===== config.mk =====
export PLATFORM = sky130hd
export DESIGN_NAME = ssd_scan_driver
export DESIGN_NICKNAME = d
export VERILOG_FILES = /design/src/rtl/ssd_scan_driver.sv
export SDC_FILE = /design/constraint.sdc
export NUM_CORES = 1
export LEC_CHECK = 0
export CORE_MARGIN = 2
export CORE_UTILIZATION = 52
export CTS_BUF_LIST = sky130_fd_sc_hd__clkbuf_16
export CTS_CLUSTER_DIAMETER = 200
export DETAILED_ROUTE_END_ITERATION = 10
export PLACE_DENSITY = 0.75
export SYNTH_ARGS = -nofsm -noshare
export SYNTH_HDL_FRONTEND = slang
export SYNTH_SLANG_ARGS = --single-unit

===== constraint.sdc =====
create_clock -name clk -period 2.7 [get_ports clk]
set_input_delay 0.27 -clock clk [delete_from_list [all_inputs] [get_ports clk]]
set_output_delay 0.27 -clock clk [all_outputs]
set_load 0.02 [all_outputs]

===== src/rtl/ssd_scan_driver.sv =====
// ---------------------------------------------------------------------------
// ssd_scan_driver
//   Time-multiplexes three decoded 7-segment patterns (ones, tens, hundreds)
//   onto one shared segment bus with per-digit enables. New results are
//   double-buffered so the visible digits only change at a frame wrap, and
//   leading-zero digits can optionally be blanked.
//
// Ports:
//   clk        in   1  system clock, rising edge
//   rst        in   1  asynchronous, active-high reset
//   load       in   1  capture seg1..seg3 on this clock edge
//   seg1       in   7  ones-digit pattern
//   seg2       in   7  tens-digit pattern
//   seg3       in   7  hundreds-digit pattern
//   seg_out    out  7  segment bus, registered, same encoding as the inputs
//   an         out  3  one-hot digit enables (bit0 = ones), registered,
//                      polarity set by ACTIVE_LOW_AN
//   frame_done out  1  one-cycle pulse after each D2 -> D0 wrap
// ---------------------------------------------------------------------------
module ssd_scan_driver #(
   parameter int         DIV           = 4,
   parameter bit         ACTIVE_LOW_AN = 1'b1,
   parameter logic [6:0] ZERO_PAT      = 7'b1111110,
   parameter bit         BLANK_LZ      = 1'b1
) (
   input  logic       clk,
   input  logic       rst,
   input  logic       load,
   input  logic [6:0] seg1,
   input  logic [6:0] seg2,
   input  logic [6:0] seg3,
   output logic [6:0] seg_out,
   output logic [2:0] an,
   output logic       frame_done
);

   // A one-bit counter is kept even for DIV = 1; it then stays at zero and
   // tick is permanently asserted.
   localparam int               CNT_W   = (DIV > 1) ? $clog2(DIV) : 1;
   localparam logic [CNT_W-1:0] CNT_MAX = CNT_W'(DIV - 1);
   localparam logic [2:0]       AN_OFF  = ACTIVE_LOW_AN ? 3'b111 : 3'b000;

   typedef enum logic [1:0] {
      D0 = 2'd0,
      D1 = 2'd1,
      D2 = 2'd2
   } digit_t;

   digit_t           idx;
   digit_t           idx_nxt;
   logic [CNT_W-1:0] cnt;
   logic             tick;
   logic             wrap;
   logic [6:0]       sh1, sh2, sh3;
   logic [6:0]       dp1, dp2, dp3;
   logic             pending;
   logic             blank2;
   logic             blank3;
   logic [6:0]       seg_nxt;
   logic [2:0]       an_nxt;

   function automatic logic [2:0] an_drive(input logic [2:0] onehot);
      return ACTIVE_LOW_AN ? ~onehot : onehot;
   endfunction

   // ---- prescaler and digit index ----
   assign tick = (cnt == CNT_MAX);
   assign wrap = tick && (idx == D2);

   always_ff @(posedge clk or posedge rst) begin
      if (rst) begin
         cnt <= '0;
      end else if (tick) begin
         cnt <= '0;
      end else begin
         cnt <= cnt + 1'b1;
      end
   end

   always_ff @(posedge clk or posedge rst) begin
      if (rst) begin
         idx <= D0;
      end else begin
         idx <= idx_nxt;
      end
   end

   always_comb begin
      idx_nxt = idx;
      if (tick) begin
         case (idx)
            D0:      idx_nxt = D1;
            D1:      idx_nxt = D2;
            default: idx_nxt = D0;
         endcase
      end
   end

   always_ff @(posedge clk or posedge rst) begin
      if (rst) begin
         frame_done <= 1'b0;
      end else begin
         frame_done <= wrap;
      end
   end

   // ---- shadow / display double buffer ----
   // The display registers only move on a wrap. A load landing on the wrap
   // edge bypasses the shadow so the new value shows from this frame's D0.
   always_ff @(posedge clk or posedge rst) begin
      if (rst) begin
         sh1     <= '0;
         sh2     <= '0;
         sh3     <= '0;
         dp1     <= '0;
         dp2     <= '0;
         dp3     <= '0;
         pending <= 1'b0;
      end else if (wrap) begin
         if (load) begin
            dp1 <= seg1;
            dp2 <= seg2;
            dp3 <= seg3;
         end else if (pending) begin
            dp1 <= sh1;
            dp2 <= sh2;
            dp3 <= sh3;
         end
         pending <= 1'b0;
      end else if (load) begin
         sh1     <= seg1;
         sh2     <= seg2;
         sh3     <= seg3;
         pending <= 1'b1;
      end
   end

   // ---- leading-zero blanking and output register ----
   // Tens may only blank when hundreds is blank too; ones never blanks.
   assign blank3 = BLANK_LZ && (dp3 == ZERO_PAT);
   assign blank2 = blank3 && (dp2 == ZERO_PAT);

   always_comb begin
      seg_nxt = '0;
      an_nxt  = AN_OFF;
      case (idx)
         D0: begin
            seg_nxt = dp1;
            an_nxt  = an_drive(3'b001);
         end
         D1: begin
            if (!blank2) begin
               seg_nxt = dp2;
               an_nxt  = an_drive(3'b010);
            end
         end
         D2: begin
            if (!blank3) begin
               seg_nxt = dp3;
               an_nxt  = an_drive(3'b100);
            end
         end
         default: ;
      endcase
   end

   always_ff @(posedge clk or posedge rst) begin
      if (rst) begin
         seg_out <= '0;
         an      <= AN_OFF;
      end else begin
         seg_out <= seg_nxt;
         an      <= an_nxt;
      end
   end

endmodule


* Word-level counts from Yosys, hierarchy flattened
Index checks and enable logic that the tools add are counted.
** Storage, ports and cells
- Output and inout port bits :: 11
- Input bits :: 24
- Register bits :: 58
** Cells by class
- Equality and inequality tests :: 5
- Multiplexer cells :: 16
- Reduce and logical (&&, ||, !) cells :: 7
- Bitwise operators :: 1
- Add/sub/neg operators :: 1
** Operator list (count)
- 7-bit two-way mux :: 8
- 7-bit case mux with 3 select lines :: 1
- 7-bit == test, second input constant :: 2
- 3-bit case mux with 3 select lines :: 1
- 2-bit == test, second input constant :: 2
- 2-bit two-way mux :: 2
- 2-bit case mux with 2 select lines :: 1
- 2-bit AND reduction :: 2
- 2-bit nonzero test :: 2
- 3-bit two-way mux :: 1
- 2-bit by 1-bit adder with 2-bit output, second input constant :: 1
- 2-bit by 1-bit == test with 1-bit output, second input constant :: 1
- 1-bit logical AND :: 2
- 2-bit zero test :: 1
- 1-bit two-way mux :: 2
- 1-bit NOT :: 1

* Depth between registers and ports, before layout
- Depth after elaboration :: 4
- Mapped depth :: 6
- Gate-level depth less buffers :: 4

* Worst setup path before layout
Ideal clock, no wire load.
- Kind :: register to register
- Start :: register dp3[6]
- End :: register seg_out[1]
- Data required time :: 2574 ps
- Buffers on the path :: 0
- Setup time :: 126 ps
- Data arrival time :: 1528 ps
- Stages on the path, launching flop included :: 5
- Setup slack :: 1046 ps
- Path through :: dfrtp_1 -> nand4_1 -> or3_1 -> o311a_4 -> a221o_1
** On the way
- Cells in the longest elaborated chain, start to end :: 4
** RTL lines
- start: declaration :: RTL line 55 : logic [6:0] dp1, dp2, dp3;
- start signal: assignment :: RTL line 123 : dp3 <= seg3;
- 7-bit == test * :: RTL line 140 : assign blank3 = BLANK_LZ && (dp3 == ZERO_PAT);
- 1-bit logical AND :: RTL line 141 : assign blank2 = blank3 && (dp2 == ZERO_PAT);
- 7-bit two-way mux :: RTL line 152 : if (!blank2) begin
- 7-bit case mux with 3 select lines * :: RTL line 146 : case (idx)
- named net seg_nxt[1] :: RTL line 59 : logic [6:0] seg_nxt;
- end signal: assignment :: RTL line 172 : seg_out <= seg_nxt;
- end: declaration :: RTL line 32 : output logic [6:0] seg_out,
The timed path passes the listed nets; every way through them passes the cells marked *.
A chain may end at the register's enable or synchronous reset.

* Worst setup path after layout
- Start :: register dp3[6]
- End :: register seg_out[4]
Same word-level chain as after synthesis.

==> impl_metrics.py <==
metrics = {
    "status": {
        "status": "finished clean",
    },
    "cts": {
        "cts.sinks": 58,
        "root_buffer": "clkbuf_16",
        "clock_path_buffers": 2,
        "cts_hold_buf": 0,
        "cts_tree": "yes",
        "post_cts_buffers": 0,
        "cts_resized": 0,
        "h-tree-depth": 3,
        "clkLatencyLatePin_ns": 0.32,
        "cts.reportedPaths.clkPinSlew_ns": 0.05,
        "numCtsBuffers": 9,
    },
    "timing": {
        "fin_crit_sh_pct": 67.5,
        "finalMaxSlewViolations": 0,
        "clock_skew_ns": 0.00352,
        "grt_setup_unrepaired": "no",
        "final.min_clock_period_ns": 1.82,
        "worst_slack_ns": 0.879,
        "hold_viol": 0,
        "slew_headroom_pct": 58.5,
        "fin_tns_setup_ns": 0,
        "setup_viol": 0,
        "worst_pin_slew_ns": 0.621,
        "clock.fmax_mhz": 549,
    },
    "setup_path": {
        "arrival_ns": 2.01,
        "required_ns": 2.89,
        "startpoint_type": "flop",
        "worstPathMaxFanout": 7,
        "rr_worst_depth": 4,
        "crit_type": "reg -> reg",
        "endpoint_kind": "flop",
    },
    "pwr": {
        "p_leak_uw": 0.00140,
        "power_density_nw_per_um2": 707,
        "power.total_uw": 2170,
        "peakVddDrop_mv": 0.463,
    },
    "logic_synthesis": {
        "synth_cell_types": 22,
        "synthCells": 191,
        "postSynthAreaPerCell_sq_um": 12.5,
        "synth_top_area_share_pct": 57.5,
        "synthesis.area_sq_um": 2390,
        "synth_area_leaders": "dfrtp_1 (57%), mux2_2 (10%), mux2i_1 (9.2%)",
        "yosys_warnings": 0,
        "yosys_register_bits": 58,
        "ys_seq_area_share_pct": 60.8,
        "syn_nets": 216,
        "yosysTopAreaCell": "dfrtp_1",
    },
    "grt": {
        "grt_max_degree": 43,
        "grt_pass1_wl_um": 7910,
        "grt_pass1_vias": 1688,
        "grt.overflow.total": 0,
        "grtUsageTotal_pct": 20.7,
        "antenna_found_initial": 0,
    },
    "placement": {
        "hpwlAfterDp_um": 3300,
        "place_ws_ns": 0.702,
        "port_buffers": 34,
        "place_congestion": 0.838,
    },
    "flow_run": {
        "drv_cap": 0,
    },
    "finish": {
        "antenna_cells": 0,
        "regArea_sq_um": 1460,
        "final_common_cell": "dfrtp_1",
        "multiInputGateArea_sq_um": 881,
        "drive_gt1_share_pct": 19.1,
        "syn2layout_area_growth_pct": 28.0,
        "finalNetCount": 256,
        "nFillCells": 294,
        "final_cell_mix": "dfrtp_1 (55), clkdlybuf4s50_1 (34), nand2_1 (23), o21ai_0 (23)",
        "final_core_util_pct": 69.9,
    },
    "floorplan": {
        "rows": 24,
        "die_h_um": 71.9,
        "dieArea_sq_um": 5160,
        "die_x_um": 71.9,
        "initial_core_util_pct": 54.6,
        "coreArea_sq_um": 4380,
        "io_pins": 35,
    },
    "routing": {
        "dr.first_iter.drc_count": 166,
        "via_per_inst": 5.41,
        "ant_nets": 0,
        "wl_per_cell_um": 16.1,
        "drtPass1Iterations": 4,
        "wl_um": 4630,
        "drc": 0,
        "detailroute.via_count": 1559,
    },
    "min_path": {
        "hold_path_class": "in -> async",
    },
}
power by group:
part	switching (uW)	total (uW)	internal, uW	leakage (uW)
logic	97.7	219	121	0.000579
clock network	357	957	600	0.000140
registers	44.6	991	946	0.000682
layer usage:
| metal | share of wire (%) | vias up | track usage, % |
|---|---|---|---|
| li1 | - | 751 | - |
| met1 | 43 | 750 | 25.2 |
| met2 | 50 | 46 | 33.2 |
| met3 | 4.5 | 12 | 5.20 |
| met4 | 2.8 | 0 | 12.6 |
| met5 | 0 | - | 0 |
logic make-up (layout without fill, tap and decap cells):
| logic type | Yosys count | count (layout) | synth area share (%) |
|---|---|---|---|
| compound gates | 30 | 30 | 8.20 |
| fa+ha+maj | 1 | 1 | 0.522 |
| buf+inv | 15 | 60 | 2.46 |
| flops | 58 | 58 | 60.8 |
| mux | 44 | 44 | 19.5 |
| simple gates | 43 | 43 | 8.52 |
state kept, by name, summed over array words and instances, names as in the netlist:
| signal | flops |
|---|---|
| an | 3 |
| dp1 | 7 |
| sh3 | 7 |
| cnt | 2 |
| dp2 | 7 |
| sh2 | 7 |
| sh1 | 7 |
| frame_done | 1 |
| dp3 | 7 |
| seg_out | 7 |
| pending | 1 |
| idx | 2 |
critical path, cell delays in order, from the launching register on:
cell	delay, ns
dfrtp_1	0.38
nand4_1	0.11
or3_1	0.39
o311a_4	0.43
a221o_1	0.38
layout make-up:
class | instances | area share (%)
repair buffers | 39 | 12.7
clock buffers | 9 | 7.35
flip-flops and latches | 58 | 47.5
clock inverters | 7 | 0.980
multi-input cells | 118 | 28.7
well taps | 52 | 2.12
inverters | 5 | 0.612
metrics by stage:
step | hold WS (ns) | std cells | area, sq um
finish | 0.356 | 288 | 3070
global route | 0.439 | 288 | 3070
detailed placement | 0.438 | 272 | 2810
floorplan | 0.403 | 191 | 2390
global placement | 0.415 | 272 | 2810
CTS | 0.379 | 288 | 3070
cell usage after synthesis:
cell type   n
o311a_4     1
mux2i_1    22
o21ai_0    23
buf_2       2
nand3b_1    1
nand3_1     2
mux2_2     22
or3_1       1
nand2b_1    1
inv_1       5
nor2_1      4
a221o_1     6
nand4_1     1
and2_2      1
nand2_1    23
and2_1      7
dfstp_2     3
dfrtp_1    55
ha_1        1
nor2b_1     1
clkbuf_1    8
nand4b_1    1
final timing paths:
path	startpoint	to	slack, ns
max in group asynchronous	rst	sh2[3]	1.78
min reg2reg	cnt[0]	cnt[0]	0.44
max	dp3[6]	seg_out[4]	0.88
max reg2reg	dp3[6]	seg_out[4]	0.88
min	rst	frame_done	0.36
min in group clk	cnt[0]	cnt[0]	0.44
(Power assumes the default switching activity.)
